==> config.mk <==
export PLATFORM = sky130hd
export DESIGN_NAME = game_sequencer
export DESIGN_NICKNAME = d
export VERILOG_FILES = /design/src/rtl/game_sequencer.sv
export SDC_FILE = /design/constraint.sdc
export NUM_CORES = 1
export LEC_CHECK = 0
export CAP_MARGIN = 25
export CELL_PAD_IN_SITES_DETAIL_PLACEMENT = 1
export CELL_PAD_IN_SITES_GLOBAL_PLACEMENT = 1
export CORE_MARGIN = 4
export CORE_UTILIZATION = 30
export DETAILED_ROUTE_END_ITERATION = 12
export HOLD_SLACK_MARGIN = 0.02
export PLACE_DENSITY_LB_ADDON = 0.1
export SKIP_CTS_REPAIR_TIMING = 1
export SYNTH_ARGS = -nofsm -noshare
export SYNTH_HDL_FRONTEND = slang
export SYNTH_SLANG_ARGS = --single-unit
==> constraint.sdc <==
create_clock -name clock -period 3.65 [get_ports clock]
set_clock_uncertainty 0.2 [all_clocks]
set_input_delay 0.365 -clock clock [delete_from_list [all_inputs] [get_ports clock]]
set_output_delay 0.365 -clock clock [all_outputs]
set_load 0.1 [all_outputs]
==> src/rtl/game_sequencer.sv <==
// game_sequencer: game-flow controller for the countdown timer.
// Drives the timer's start/miss/clear inputs, counts hits toward stage and
// game completion, queues miss penalties and stretches each one over a full
// timer tick, and turns timer expiry into the FAIL state.
// Optional feature macro: GAME_PAUSE_EN enables the PAUSE state and pause_btn.
module game_sequencer #(
    parameter int TICK_DIV       = 5001,
    parameter int HITS_PER_STAGE = 8,
    parameter int NUM_STAGES     = 4,
    parameter int MISS_QMAX      = 3
) (
    input  logic       clock,
    input  logic       reset,
    input  logic       start_btn,
    input  logic       pause_btn,
    input  logic       hit,
    input  logic       wrong,
    input  logic       timer_fail,
    output logic       timer_start,
    output logic       timer_miss,
    output logic       timer_clr,
    output logic [2:0] state,
    output logic [3:0] stage,
    output logic [3:0] hits
);

    typedef enum logic [2:0] {
        ST_IDLE  = 3'd0,
        ST_ARM   = 3'd1,
        ST_RUN   = 3'd2,
        ST_PAUSE = 3'd3,
        ST_FAIL  = 3'd4,
        ST_CLEAR = 3'd5
    } state_t;

    localparam int             CNT_W      = (TICK_DIV > 1) ? $clog2(TICK_DIV) : 1;
    localparam logic [CNT_W-1:0] CNT_LOAD = CNT_W'(TICK_DIV - 1);
    localparam logic [3:0]     LAST_HIT   = 4'(HITS_PER_STAGE - 1);
    localparam logic [3:0]     LAST_STAGE = 4'(NUM_STAGES - 1);
    localparam logic [2:0]     QMAX       = 3'(MISS_QMAX);

    state_t           cur_state;
    state_t           next_state;
    logic             start_prev;
    logic             start_edge;
    logic             pause_edge;
    logic             run_keep;
    logic             hit_ok;
    logic             wrong_ok;
    logic             stage_done;
    logic             game_done;
    logic [2:0]       miss_queue;
    logic [2:0]       queue_mid;
    logic [2:0]       queue_next;
    logic             dequeue;
    logic             flush;
    logic [CNT_W-1:0] stretch_cnt;

    assign state = cur_state;

    // Start-button edge detector; a held button starts only one game.
    always_ff @(posedge clock or posedge reset) begin
        if (reset) begin
            start_prev <= 1'b0;
        end else begin
            start_prev <= start_btn;
        end
    end

    assign start_edge = start_btn & ~start_prev;

`ifdef GAME_PAUSE_EN
    logic pause_prev;

    // Pause-button edge detector; each press toggles RUN/PAUSE once.
    always_ff @(posedge clock or posedge reset) begin
        if (reset) begin
            pause_prev <= 1'b0;
        end else begin
            pause_prev <= pause_btn;
        end
    end

    assign pause_edge = pause_btn & ~pause_prev;
`else
    logic unused_pause;
    assign unused_pause = pause_btn;
    assign pause_edge   = 1'b0;
`endif

    // State register.
    always_ff @(posedge clock or posedge reset) begin
        if (reset) begin
            cur_state <= ST_IDLE;
        end else begin
            // NOTE: sequential state uses non-blocking assignments so every
            // register samples pre-edge values regardless of block order.
            cur_state <= next_state;
        end
    end

    // Next-state decode and qualified hit/wrong events (fail > pause > hit).
    always_comb begin
        // NOTE: every output of this block gets a default first; a path that
        // leaves one unassigned would infer a latch.
        next_state = cur_state;
        run_keep   = (cur_state == ST_RUN) && !timer_fail && !pause_edge;
        hit_ok     = run_keep && hit;
        wrong_ok   = run_keep && wrong;
        stage_done = hit_ok && (hits == LAST_HIT);
        game_done  = stage_done && (stage == LAST_STAGE);
        case (cur_state)
            ST_IDLE:  if (start_edge) next_state = ST_ARM;
            ST_ARM:   next_state = ST_RUN;
            ST_RUN: begin
                if (timer_fail)      next_state = ST_FAIL;
                else if (pause_edge) next_state = ST_PAUSE;
                else if (game_done)  next_state = ST_CLEAR;
            end
`ifdef GAME_PAUSE_EN
            ST_PAUSE: if (pause_edge) next_state = ST_RUN;
`endif
            ST_FAIL, ST_CLEAR: if (start_edge) next_state = ST_ARM;
            default:  next_state = ST_IDLE;
        endcase
    end

    // Timer control outputs, registered from the state being entered.
    always_ff @(posedge clock or posedge reset) begin
        if (reset) begin
            timer_start <= 1'b0;
            timer_clr   <= 1'b0;
        end else begin
            timer_start <= (next_state == ST_RUN);
            timer_clr   <= (next_state == ST_ARM);
        end
    end

    // Hit and stage counters; cleared on entry to ARM, held for display.
    always_ff @(posedge clock or posedge reset) begin
        if (reset) begin
            hits  <= 4'd0;
            stage <= 4'd0;
        end else if (next_state == ST_ARM) begin
            hits  <= 4'd0;
            stage <= 4'd0;
        end else if (stage_done) begin
            hits <= 4'd0;
            if (!game_done) stage <= stage + 4'd1;
        end else if (hit_ok) begin
            hits <= hits + 4'd1;
        end
    end

    // Miss queue arithmetic: dequeue into an idle stretcher, then enqueue
    // with saturation. Both are inactive outside RUN, so PAUSE freezes it.
    always_comb begin
        flush      = (next_state != ST_RUN) && (next_state != ST_PAUSE);
        dequeue    = (cur_state == ST_RUN) && !timer_miss && (miss_queue != 3'd0);
        queue_mid  = miss_queue - {2'b00, dequeue};
        queue_next = (wrong_ok && (queue_mid < QMAX)) ? queue_mid + 3'd1 : queue_mid;
    end

    // Miss stretcher: holds timer_miss for TICK_DIV running cycles per
    // penalty, then low for at least one cycle so the timer sees each one.
    always_ff @(posedge clock or posedge reset) begin
        if (reset) begin
            miss_queue  <= 3'd0;
            timer_miss  <= 1'b0;
            stretch_cnt <= '0;
        end else if (flush) begin
            miss_queue  <= 3'd0;
            timer_miss  <= 1'b0;
            stretch_cnt <= '0;
        end else begin
            miss_queue <= queue_next;
            if (cur_state == ST_RUN) begin
                if (timer_miss) begin
                    if (stretch_cnt == '0) timer_miss  <= 1'b0;
                    else                   stretch_cnt <= stretch_cnt - 1'b1;
                end else if (miss_queue != 3'd0) begin
                    timer_miss  <= 1'b1;
                    stretch_cnt <= CNT_LOAD;
                end
            end
        end
    end

endmodule
* Yosys cells after proc, flatten, opt, wreduce, memory -nomap -nowiden
Cells that the tools add are included.
Word-level totals: bits in registers 31, bits of input ports 7, word-level logic and storage cells 72
Cells by class: bitwise gates (word level) 2, eq/ne operators 12, $lt $le $gt $ge 1, add/subtract/negate cells 5, reductions and logical operators 21, muxes and demuxes 22
Operators with widths (number):
- 13-bit 2-to-1 mux | 5
- 4-bit 2-to-1 mux | 6
- 3-bit 2-to-1 mux | 5
- 13-bit zero test | 1
- 13-bit by 1-bit subtractor with 13-bit output (second input constant) | 1
- 1-bit logical AND | 9
- 3-bit case mux with 3 select lines | 1
- 3-bit nonzero test | 3
- 4-bit by 1-bit adder with 4-bit output (second input constant) | 2
- 3-bit by 1-bit == test with 1-bit output (second input constant) | 2
- 3-bit by 2-bit == test with 1-bit output (second input constant) | 2
- 3-bit == test (second input constant) | 2
- 3-bit by 2-bit != test with 1-bit output (second input constant) | 2
- 1-bit 2-to-1 mux | 5
- 4-bit by 2-bit == test with 1-bit output (second input constant) | 1
- 4-bit by 3-bit == test with 1-bit output (second input constant) | 1
- 2-bit nonzero test | 2
- 3-bit by 1-bit adder with 3-bit output (second input constant) | 1
- 3-bit zero test | 1
- 3-bit by 2-bit < comparator with 1-bit output (second input constant) | 1
- 3-bit != test (second input constant) | 1
- 3-bit AND reduction | 1
- 3-bit OR reduction | 1
- 3-bit by 1-bit subtractor with 3-bit output | 1
- other kinds (5) | 6

* Logic depth before layout (Yosys ltp)
word-level depth 12, depth in mapped cells 10, mapped depth without buffers 10

* Least setup slack after synthesis
No wires, ideal clock.
path kind register -> register, start point register cur_state[1], in the netlist state[1], end point register miss_queue[1], clock period less this slack 3.171 ns, arrival 2.877 ns, path buffers 0, cell stages (with the launch flop) 9, slack 0.479 ns, library setup time 0.094 ns, cell sequence dfrtp_1 or3b_2 or3_1 inv_1 ha_1 ha_1 o2111ai_1 nor2_1 a211oi_1
On the way: longest elaborated chain between the ends 11, elaborated cells between the ends (all ways) 26, those cells by class add/sub: 2; order compare: 1; eq/ne: 6; mux: 6; reduce/logical: 11
RTL lines:
- start: declaration | RTL line 42 | state_t cur_state;
- start signal: assignment | RTL line 98 | cur_state <= next_state;
- branches (longest 10 deep; another with 3-bit by 1-bit subtractor with 3-bit output)
- 3-bit 2-to-1 mux * | RTL line 171 | end else if (flush) begin
- end signal: assignment | RTL line 176 | miss_queue <= queue_next;
- end: declaration | RTL line 52 | logic [2:0] miss_queue;
Mark *: on every way between the ends. A chain may end at the register's enable or synchronous reset.

* Worst setup path in the final report
start point register cur_state[2], in the netlist state[2], end point register miss_queue[1]
The elaborated chain is that of the path after synthesis.

==> run metrics <==
status=complete, no violations; critical path class=register to register; sequential cell fraction of total power=35.8%; CTS max path bufs=2; die footprint=7150 um2; Routed WL per cell=16.5 um; Synthesized Nets=203; Pint=0.648 mW; crit-path leading delay family=simple AND/OR/NAND/NOR gates; Area Growth Syn to Fin=20.3%; Post-DP Area=2030 um2; Detail Route Antenna Nets=0; final instance area=2120 um2; Pre-antenna DRT Iters=4; Synth top area share=44.1%; Combinational Power Share=41.0%; number of antenna violations at the first check in global routing=0; most used cell along the critical path=ha_1; Crit path required time=3.64 ns; slowest cell delay on critical path=0.53 ns; clock-pin slew of the registers on the worst-case setup and hold paths=0.06 ns; top-level I/O count=21; M1 GR Usage=17.3%; core box area=5610 um2; Mapped Cells=190; hold_ws=0.291 ns; Die H=84.6 um; crit start category=register; Net Sw Frac=45.1%; root buffer cell=clkbuf_8; Buf/Inv on CP=1; clock latency on the worst-skew pair=0.28 ns; sequential-to-total area share from yosys stat=44.1%; Detailed Place HPWL=3.48 mm; vias per cell=5.52; synth top area cells=dfrtp_1 (44%), ha_1 (4.3%), or4_1 (3.8%); DR iter-0 viols=42; area leader, netlist=dfrtp_1; Row Count=27; Synth warnings=0; period utilization=79.6%; Seq cells post-synth=31; TritonCTS buffer count=5; largest net degree at the start of global routing=32; slew of the pin with the lowest slew margin=0.979 ns; grt peak-use layer=met2; Sum Neg Setup Slack=0 ns; net count of the finished layout=225; Post-synth EDFFs=0; first-pass GRT wire length=8.34 mm; number of global-route vias before repair=1742; met2 usage=25.2%; H-tree depth=2; CP max FO=9; CTS sink cnt=31; asr flop ratio synth=100%; worst ir drop on vdd=0.318 mV; CTS tree=built; Post-Layout Cell Count=284; commonest non-fill, non-tap cell in the layout=dfrtp_1; Fin. Hold Viols=0; LEAKAGE=0.890 nW; top_reg_cell synth=dfrtp_1; clock share of power=23.2%; NetSw=0.532 mW; max cap viols=0; Post-Syn Area per Cell=9.26 um2; Hold Crit Class=input port to asynchronous set/reset pin; Global Route Usage Sum=14.3%; nature of the critical path endpoint=register; crit path time final=2.90 ns; Max Slew Vio Count=0; total wire length=4.68 mm; Netlist cell types=42; f_max=344 MHz; WP data arrival=2.89 ns; commonest cells after routing, fill and taps aside=dfrtp_1 (31), clkdlybuf4s50_1 (19), inv_1 (16), a21oi_1 (12); Pwr Density=558 nW/um2; placed insts=277; Worst path slowest cell=or3b_2; met3 GRT Util=3.53%; PortBufs=19; number of antenna diodes=0; final setup fails=0; Starting Density=31.4%; Post-Syn Area=1760 um2; Die X=84.6 um; via count=1569; Critical Path, Cell by Cell=or3b_2 > or3_1 > inv_1 > ha_1 > ha_1 > o2111ai_1 > nor2_1 > a211oi_1; DR DRC count=0; unrepaired setup endpoints after global routing=false; global route total overflow=0; Rel. slew slack=34.5%; gpl congestion=0.776; share of post-route cells with drive strength above 1=8.96%
==> per-layer routing <==
metal  routed length, um  part of all wire (%)  vias up
li1                    -                     -      752
met1                2140                    46      795
met4                  55                   1.2        0
met5                   0                     0        -
met2                2380                    51       16
met3                 103                   2.2        6
==> flip-flops by register name, summed over array words and instances, names as in the netlist <==
name         cells
timer_start      1
timer_clr        1
timer_miss       1
miss_queue       3
start_prev       1
state            3
hits             4
stretch_cnt     13
stage            4
==> through the flow <==
stage | total power [mW] | util (%) | setup WS, ns
global placement | 0.912 | 36.2 | 0.842
detailed placement | 0.919 | 36.2 | 0.732
global route | 1.25 | 37.7 | 0.556
finish | 1.18 | 37.7 | 0.746
floorplan | 0.782 | - | 0.479
CTS | 1.20 | 37.7 | 0.709
==> layout make-up <==
cell class | instances | area [um2]
clock inverters | 1 | 5.00
flip-flops and latches | 31 | 776
clock buffers | 6 | 82.6
well taps | 72 | 90.1
fillers | 682 | 3490
multi-input cells | 137 | 897
repair buffers | 21 | 205
inverters | 16 | 60.1
==> Yosys cell counts, types with 3 or more instances <==
cell,count
xnor2_1,3
nand2b_1,6
dfrtp_1,31
clkbuf_1,3
a311oi_1,4
a31oi_1,4
o31ai_1,6
nor3_1,7
inv_1,16
a21oi_1,12
ha_1,6
nor2_1,11
or3_2,3
nor3b_1,4
nand3_1,5
or4_1,9
or3b_2,3
or3_1,6
nand4_1,3
o21ai_0,11
nor2b_1,4
buf_2,3
nand2_1,7
==> kinds of logic after synthesis <==
family          after synthesis  synth area share (%)
mux                           1                 0.569
flops                        31                  44.1
compound gates               48                  17.6
simple gates                 78                  26.5
xor+xnor                      4                  1.99
buf+inv                      22                  4.91
fa+ha+maj                     6                  4.27
==> power groups by stage <==
stage | Clock [mW] | Combinational [mW] | Sequential, mW
floorplan | 0 | 0.161 | 0.621
global placement | 0 | 0.485 | 0.427
CTS | 0.287 | 0.491 | 0.423
finish | 0.274 | 0.483 | 0.422
detailed placement | 0 | 0.490 | 0.430
global route | 0.306 | 0.516 | 0.431
==> worst paths after layout <==
kind | from | to | slack [ns] | cells past startpoint
max | state[2]$_DFF_PP0_ | miss_queue[1]$_DFF_PP0_ | 0.75 | 8
min | reset | stage[3]$_DFFE_PP0P_ | 0.29 | 3
max reg2reg | state[2]$_DFF_PP0_ | miss_queue[1]$_DFF_PP0_ | 0.75 | 8
min reg2reg | stretch_cnt[7]$_DFFE_PP0P_ | stretch_cnt[7]$_DFFE_PP0P_ | 0.34 | 1
max in group asynchronous | reset | miss_queue[0]$_DFF_PP0_ | 2.65 | 3
min in group clock | stretch_cnt[7]$_DFFE_PP0P_ | stretch_cnt[7]$_DFFE_PP0P_ | 0.34 | 1
==> tightest hold or removal path, stage by stage <==
cell             delay, ns
clkdlybuf4s50_1       0.40
inv_1                 0.06
buf_4                 0.37
(Power assumes the default switching activity.)
